$ cat config.mk
export PLATFORM = sky130hd
export DESIGN_NAME = lcd_16x2_refresh
export DESIGN_NICKNAME = d
export VERILOG_FILES = /design/src/rtl/lcd_16x2_refresh.sv
export SDC_FILE = /design/constraint.sdc
export NUM_CORES = 1
export LEC_CHECK = 0
export ABC_AREA = 1
export BUFFER_PORTS_ARGS = -buffer_cell sky130_fd_sc_hd__buf_2
export CAP_MARGIN = 20
export CORE_UTILIZATION = 64
export CTS_CLUSTER_DIAMETER = 150
export DETAILED_ROUTE_END_ITERATION = 8
export HOLD_SLACK_MARGIN = 0.08
export PLACE_DENSITY = 0.86
export REMOVE_ABC_BUFFERS = 1
export SLEW_MARGIN = 5
export SYNTH_ARGS = -nofsm -noshare
export SYNTH_HDL_FRONTEND = slang
export SYNTH_SLANG_ARGS = --single-unit
$ cat constraint.sdc
create_clock -name clk -period 3.25 [get_ports clk]
set_input_delay 0.975 -clock clk [delete_from_list [all_inputs] [get_ports clk]]
set_output_delay 0.975 -clock clk [all_outputs]
set_load 0.05 [all_outputs]
$ cat src/rtl/lcd_16x2_refresh.sv
// HD44780 16x2 refresh engine: power-up wait, four init commands, then continuous
// 34-write frames (line-address command + 16 characters per line) read from a character ROM.
module lcd_16x2_refresh #(
    parameter int unsigned POWERUP_CYC = 2000000,
    parameter int unsigned SETUP_CYC   = 4,
    parameter int unsigned E_CYC       = 50,
    parameter int unsigned WAIT_CYC    = 5000,
    parameter int unsigned CLEAR_CYC   = 200000
) (
    input  logic       clk,
    input  logic       reset,
    input  logic       enable,
    input  logic [6:0] char_code,
    output logic [7:0] char_xy,
    output logic       lcd_rs,
    output logic       lcd_rw,
    output logic       lcd_e,
    output logic [7:0] lcd_data,
    output logic       ready,
    output logic       frame_done
);

    typedef enum logic [2:0] {
        ST_PWR   = 3'd0,
        ST_LOAD  = 3'd1,
        ST_SETUP = 3'd2,
        ST_EHIGH = 3'd3,
        ST_WAIT  = 3'd4,
        ST_IDLE  = 3'd5
    } state_t;

    localparam logic [23:0] PWR_LD   = 24'(POWERUP_CYC - 1);
    localparam logic [23:0] SETUP_LD = 24'(SETUP_CYC - 1);
    localparam logic [23:0] E_LD     = 24'(E_CYC - 1);
    localparam logic [23:0] WAIT_LD  = 24'(WAIT_CYC - 1);
    localparam logic [23:0] CLEAR_LD = 24'(CLEAR_CYC - 1);

    localparam logic [5:0] LAST_INIT_TX  = 6'd3;
    localparam logic [5:0] LINE1_TX      = 6'd17;
    localparam logic [5:0] LAST_FRAME_TX = 6'd33;

    state_t      state_q, state_d;
    logic [23:0] cnt_q, cnt_d;
    logic [5:0]  seq_q, seq_d;
    logic [4:0]  xy_q, xy_d;
    logic        rs_q, rs_d;
    logic [7:0]  data_q, data_d;
    logic        e_q, e_d;
    logic        ready_q, ready_d;

    logic        tx_rs;
    logic [7:0]  tx_data;
    logic        tx_last;
    logic        cnt_zero;
    logic [23:0] wait_ld;

    // seq_q indexes the init command list until ready, then the 34 frame writes.
    always_comb begin
        tx_rs   = 1'b0;
        tx_data = 8'h00;
        if (!ready_q) begin
            case (seq_q[1:0])
                2'd0:    tx_data = 8'h38;
                2'd1:    tx_data = 8'h0C;
                2'd2:    tx_data = 8'h06;
                default: tx_data = 8'h01;
            endcase
        end else if (seq_q == 6'd0) begin
            tx_data = 8'h80;
        end else if (seq_q == LINE1_TX) begin
            tx_data = 8'hC0;
        end else begin
            tx_rs   = 1'b1;
            tx_data = {1'b0, char_code};
        end
    end

    assign tx_last  = ready_q ? (seq_q == LAST_FRAME_TX) : (seq_q == LAST_INIT_TX);
    assign cnt_zero = (cnt_q == 24'd0);
    assign wait_ld  = (!rs_q && data_q == 8'h01) ? CLEAR_LD : WAIT_LD;

    always_comb begin
        state_d = state_q;
        cnt_d   = cnt_q;
        seq_d   = seq_q;
        xy_d    = xy_q;
        rs_d    = rs_q;
        data_d  = data_q;
        ready_d = ready_q;
        case (state_q)
            ST_PWR: begin
                if (cnt_zero) begin
                    state_d = ST_LOAD;
                    seq_d   = 6'd0;
                end else begin
                    cnt_d = cnt_q - 24'd1;
                end
            end
            ST_LOAD: begin
                rs_d    = tx_rs;
                data_d  = tx_data;
                state_d = ST_SETUP;
                cnt_d   = SETUP_LD;
            end
            ST_SETUP: begin
                if (cnt_zero) begin
                    state_d = ST_EHIGH;
                    cnt_d   = E_LD;
                end else begin
                    cnt_d = cnt_q - 24'd1;
                end
            end
            ST_EHIGH: begin
                if (cnt_zero) begin
                    state_d = ST_WAIT;
                    cnt_d   = wait_ld;
                end else begin
                    cnt_d = cnt_q - 24'd1;
                end
            end
            ST_WAIT: begin
                if (cnt_zero) begin
                    // Advance the ROM address one cycle ahead of the next LOAD; 5-bit wrap gives 0x1F->0x00.
                    if (ready_q && rs_q) begin
                        xy_d = xy_q + 5'd1;
                    end
                    if (tx_last) begin
                        seq_d = 6'd0;
                        if (!ready_q) begin
                            ready_d = 1'b1;
                            state_d = ST_IDLE;
                        end else begin
                            state_d = enable ? ST_LOAD : ST_IDLE;
                        end
                    end else begin
                        seq_d   = seq_q + 6'd1;
                        state_d = ST_LOAD;
                    end
                end else begin
                    cnt_d = cnt_q - 24'd1;
                end
            end
            ST_IDLE: begin
                if (enable) begin
                    state_d = ST_LOAD;
                end
            end
            default: begin
                state_d = ST_PWR;
                cnt_d   = PWR_LD;
            end
        endcase
        e_d = (state_d == ST_EHIGH);
    end

    always_ff @(posedge clk) begin
        if (reset) begin
            state_q <= ST_PWR;
            cnt_q   <= PWR_LD;
            seq_q   <= 6'd0;
            xy_q    <= 5'd0;
            rs_q    <= 1'b0;
            data_q  <= 8'h00;
            e_q     <= 1'b0;
            ready_q <= 1'b0;
        end else begin
            state_q <= state_d;
            cnt_q   <= cnt_d;
            seq_q   <= seq_d;
            xy_q    <= xy_d;
            rs_q    <= rs_d;
            data_q  <= data_d;
            e_q     <= e_d;
            ready_q <= ready_d;
        end
    end

    assign char_xy    = {3'b000, xy_q};
    assign lcd_rs     = rs_q;
    assign lcd_rw     = 1'b0;
    assign lcd_e      = e_q;
    assign lcd_data   = data_q;
    assign ready      = ready_q;
    assign frame_done = ready_q && (state_q == ST_WAIT) && cnt_zero && (seq_q == LAST_FRAME_TX);

endmodule

==> results_dict.tcl <==
set metrics [dict create \
    arrival_ns 2.05 \
    post_synth_inst_count 466 \
    initial_utilization 0.675 \
    drive_gt1_frac 0.118 \
    timing.final.hold_violations 0 \
    first_pass_iters 5 \
    post_synthesis_cell_type_count 36 \
    rsz0062_at_grt "false" \
    compound_cell_area_share_of_the_yosys_netlist 0.119 \
    maxClockFrequency_mhz 331 \
    grt_pass1_vias 2822 \
    cts_hold_buf 0 \
    min_path_type "flip-flop to flip-flop" \
    yosys.area_share.simple 0.379 \
    final_min_period_over_clock_period 0.930 \
    ys_seq_elements 49 \
    cts.sinks 49 \
    grt_pass1_wl_um 12000 \
    place.detailed.hpwl_um 5150 \
    maximum_level_of_the_cts_h_tree 2 \
    pins_over_their_slew_limit 0 \
    layout.nets 508 \
    post-cts-setup-buffers 0 \
    syn-mean-instance-area_um2 6.44 \
    antenna_left 0 \
    syn_to_final_growth_pct 6.92 \
    timing.critical_path.fanout_max 9 \
    floorplan.core_area_mm2 0.00444 \
    synthesis.area_mm2 0.00300 \
    timing.max_slew.rel_slack 0.627 \
    via_per_inst 5.50 \
    synth_top_family_by_area "simple AND/OR/NAND/NOR gates" \
    fp.dieArea_mm2 0.00497 \
    num_vias 2981 \
    synth.area.mux_share 0 \
    std_cell_rows 24 \
    tritoncts "yes" \
    grtUsageTotal 0.299 \
    ctsLongestPathBuffers 2 \
    gp_congestion 0.917 \
    grt-ovfl-total 0 \
    powerDensity_mw_per_mm2 308 \
    synth-warning-count 0 \
    drt_iter0_drc 171 \
    io-pin-count 31 \
    cts_resized 0 \
    critPathLaunchType "flip-flop" \
    drt_wl_total_um 7020 \
    timing.final.crit_period_ns 3.02 \
    worst_skew_pair.late_latency_ns 0.30 \
    critPathKind "flip-flop to output pin" \
    layout.core_utilization 0.722 \
    io_buffer_count 26 \
    drc_violation_count_after_routing 0 \
    synth-xor-area-share 0.0496 \
    fin_setup_tns_ns 0 \
    num_antenna_cells 0 \
    power.ir.vdd_worst_mv 0.220 \
    min_path_cells 2 \
    drv.max_cap_violation_count 0 \
    total_leakage_power_nw 1.43 \
    worst_setup_path_end_kind "output pin" \
    path_clk_slew_ns 0.08 \
    worst_r2r_path_depth 11 \
    setup-violations-final 0 \
    cts_buffers 5 \
    clock-skew-final_ns 0.00746 \
    die_h_um 70.5 \
    synth_sequential_area_ratio 0.327 \
    result_of_the_run "complete, no violations" \
    clock-root-buffer "sky130_fd_sc_hd__clkbuf_8" \
    die_width_um 70.5 \
    cp.required_ns 2.27 \
    grt_start_max_net_pins 32 \
    synthAdderAreaFrac 0.0292 \
    grt_antenna_before_repair 0 \
    routedWlPerCell_um 13.0 \
    worstMarginPinSlew_ns 0.558 \
]
==> metrics by stage <==
step / instance area, µm² / setup WS [ns] / hold WS [ns] / cells / power [W]
floorplan: 2930 / -0.0866 / 0.453 / 456 / 0.000648
global placement: 3140 / 0.653 / 0.465 / 536 / 0.000664
detailed placement: 3140 / 0.561 / 0.484 / 536 / 0.000666
CTS: 3210 / 0.227 / 0.497 / 542 / 0.000990
global route: 3210 / 0.0494 / 0.520 / 542 / 0.00102
finish: 3210 / 0.227 / 0.501 / 542 / 0.000989
==> layout make-up <==
type                    count  area, µm²
inverters                  52        196
multi-input cells         355       1750
flip-flops and latches     49        981
repair buffers             28        145
clock buffers               5       68.8
clock inverters             1       5.00
well taps                  52       65.1
fillers                   369       1230
==> synthesized netlist by cell type <==
master,number,area share
sky130_fd_sc_hd__a21o_1,1,0.0025
sky130_fd_sc_hd__a21oi_1,35,0.058
sky130_fd_sc_hd__a21oi_2,1,0.0029
sky130_fd_sc_hd__a221oi_1,4,0.012
sky130_fd_sc_hd__a31oi_1,2,0.0042
sky130_fd_sc_hd__and3_1,1,0.0021
sky130_fd_sc_hd__buf_2,1,0.0017
sky130_fd_sc_hd__buf_4,4,0.010
sky130_fd_sc_hd__buf_6,3,0.011
sky130_fd_sc_hd__clkbuf_1,5,0.0063
sky130_fd_sc_hd__clkinv_1,2,0.0025
sky130_fd_sc_hd__clkinv_2,1,0.0017
sky130_fd_sc_hd__conb_1,1,0.0012
sky130_fd_sc_hd__dfxtp_1,49,0.33
sky130_fd_sc_hd__ha_1,7,0.029
sky130_fd_sc_hd__inv_1,45,0.056
sky130_fd_sc_hd__inv_2,4,0.0050
sky130_fd_sc_hd__nand2_1,131,0.16
sky130_fd_sc_hd__nand2_2,5,0.010
sky130_fd_sc_hd__nand3_1,29,0.048
sky130_fd_sc_hd__nand3_4,1,0.0058
sky130_fd_sc_hd__nand3b_1,1,0.0025
sky130_fd_sc_hd__nand4_1,7,0.015
sky130_fd_sc_hd__nor2_1,65,0.081
sky130_fd_sc_hd__nor2_2,7,0.015
sky130_fd_sc_hd__nor2_4,4,0.015
sky130_fd_sc_hd__nor3_1,11,0.018
sky130_fd_sc_hd__nor3b_1,1,0.0025
sky130_fd_sc_hd__o2111a_1,1,0.0038
sky130_fd_sc_hd__o21ai_0,16,0.027
sky130_fd_sc_hd__o21ai_1,1,0.0017
sky130_fd_sc_hd__o21ai_2,1,0.0029
sky130_fd_sc_hd__o21bai_1,1,0.0025
sky130_fd_sc_hd__o22ai_1,1,0.0021
sky130_fd_sc_hd__xnor2_1,7,0.020
sky130_fd_sc_hd__xor2_1,10,0.029
==> flip-flops by register name (all words and copies together), names as in the netlist <==
name / count
cnt_q: 24
lcd_data: 8
seq_q: 6
xy_q: 5
state_q: 3
lcd_e: 1
lcd_rs: 1
ready: 1
==> path summary, 6_finish.rpt <==
check | from | end | slack (ns)
worst max-delay path | cnt_q[0]$_SDFFE_PP1P_ | frame_done | 0.23
worst min-delay path | lcd_data[7]$_SDFFE_PP0P_ | lcd_data[7]$_SDFFE_PP0P_ | 0.50
worst max register to register | cnt_q[0]$_SDFFE_PP1P_ | cnt_q[10]$_SDFFE_PP1P_ | 0.77
worst min register to register | lcd_data[7]$_SDFFE_PP0P_ | lcd_data[7]$_SDFFE_PP0P_ | 0.50
==> power breakdown <==
part           leakage, nW   total, W  switching (W)  internal [W]
Sequential           0.396   0.000605     0.00000228      0.000603
Combinational        0.997  0.0000466      0.0000332     0.0000133
Clock               0.0399   0.000337       0.000195      0.000142
Total                 1.43   0.000989       0.000231      0.000759
==> critical path, stage by stage, from the launching register on <==
cell,delay (ns)
sky130_fd_sc_hd__dfxtp_1,0.32
sky130_fd_sc_hd__inv_1,0.09
sky130_fd_sc_hd__ha_1,0.23
sky130_fd_sc_hd__nand2_2,0.11
sky130_fd_sc_hd__nor2_4,0.19
sky130_fd_sc_hd__nand3_4,0.16
sky130_fd_sc_hd__nor2_4,0.13
sky130_fd_sc_hd__inv_2,0.07
sky130_fd_sc_hd__nor3_1,0.16
sky130_fd_sc_hd__buf_2,0.30
==> per-layer routing <==
layer | part of all wire | global-route usage | vias up
met5 | 0 | 0 | -
met4 | 0.0090 | 0.0930 | 0
met3 | 0.051 | 0.0418 | 6
met2 | 0.50 | 0.542 | 98
met1 | 0.44 | 0.362 | 1354
li1 | - | - | 1523
==> logic make-up (layout without fill, tap and decap cells) <==
family | count (synthesis) | in the layout
compound gates | 64 | 64
other cells | 1 | 4
buf+inv | 65 | 86
simple gates | 263 | 263
xor+xnor | 17 | 17
flops | 49 | 49
fa+ha+maj | 7 | 7
==> layout by cell type, fill, tap and decap left out, drive strengths merged <==
cell	Yosys	layout
nand2	136	136
nor2	76	76
dfxtp	49	49
inv	49	49
a21oi	36	36
nand3	30	30
buf	8	28
o21ai	18	18
nor3	11	11
xor2	10	10
nand4	7	7
xnor2	7	7
ha	7	7
clkbuf	5	5
a221oi	4	4
conb	1	4
clkinv	3	4
a31oi	2	2
nor3b	1	1
and3	1	1
a21o	1	1
nand3b	1	1
o21bai	1	1
o22ai	1	1
o2111a	1	1
(Power assumes the default switching activity.)
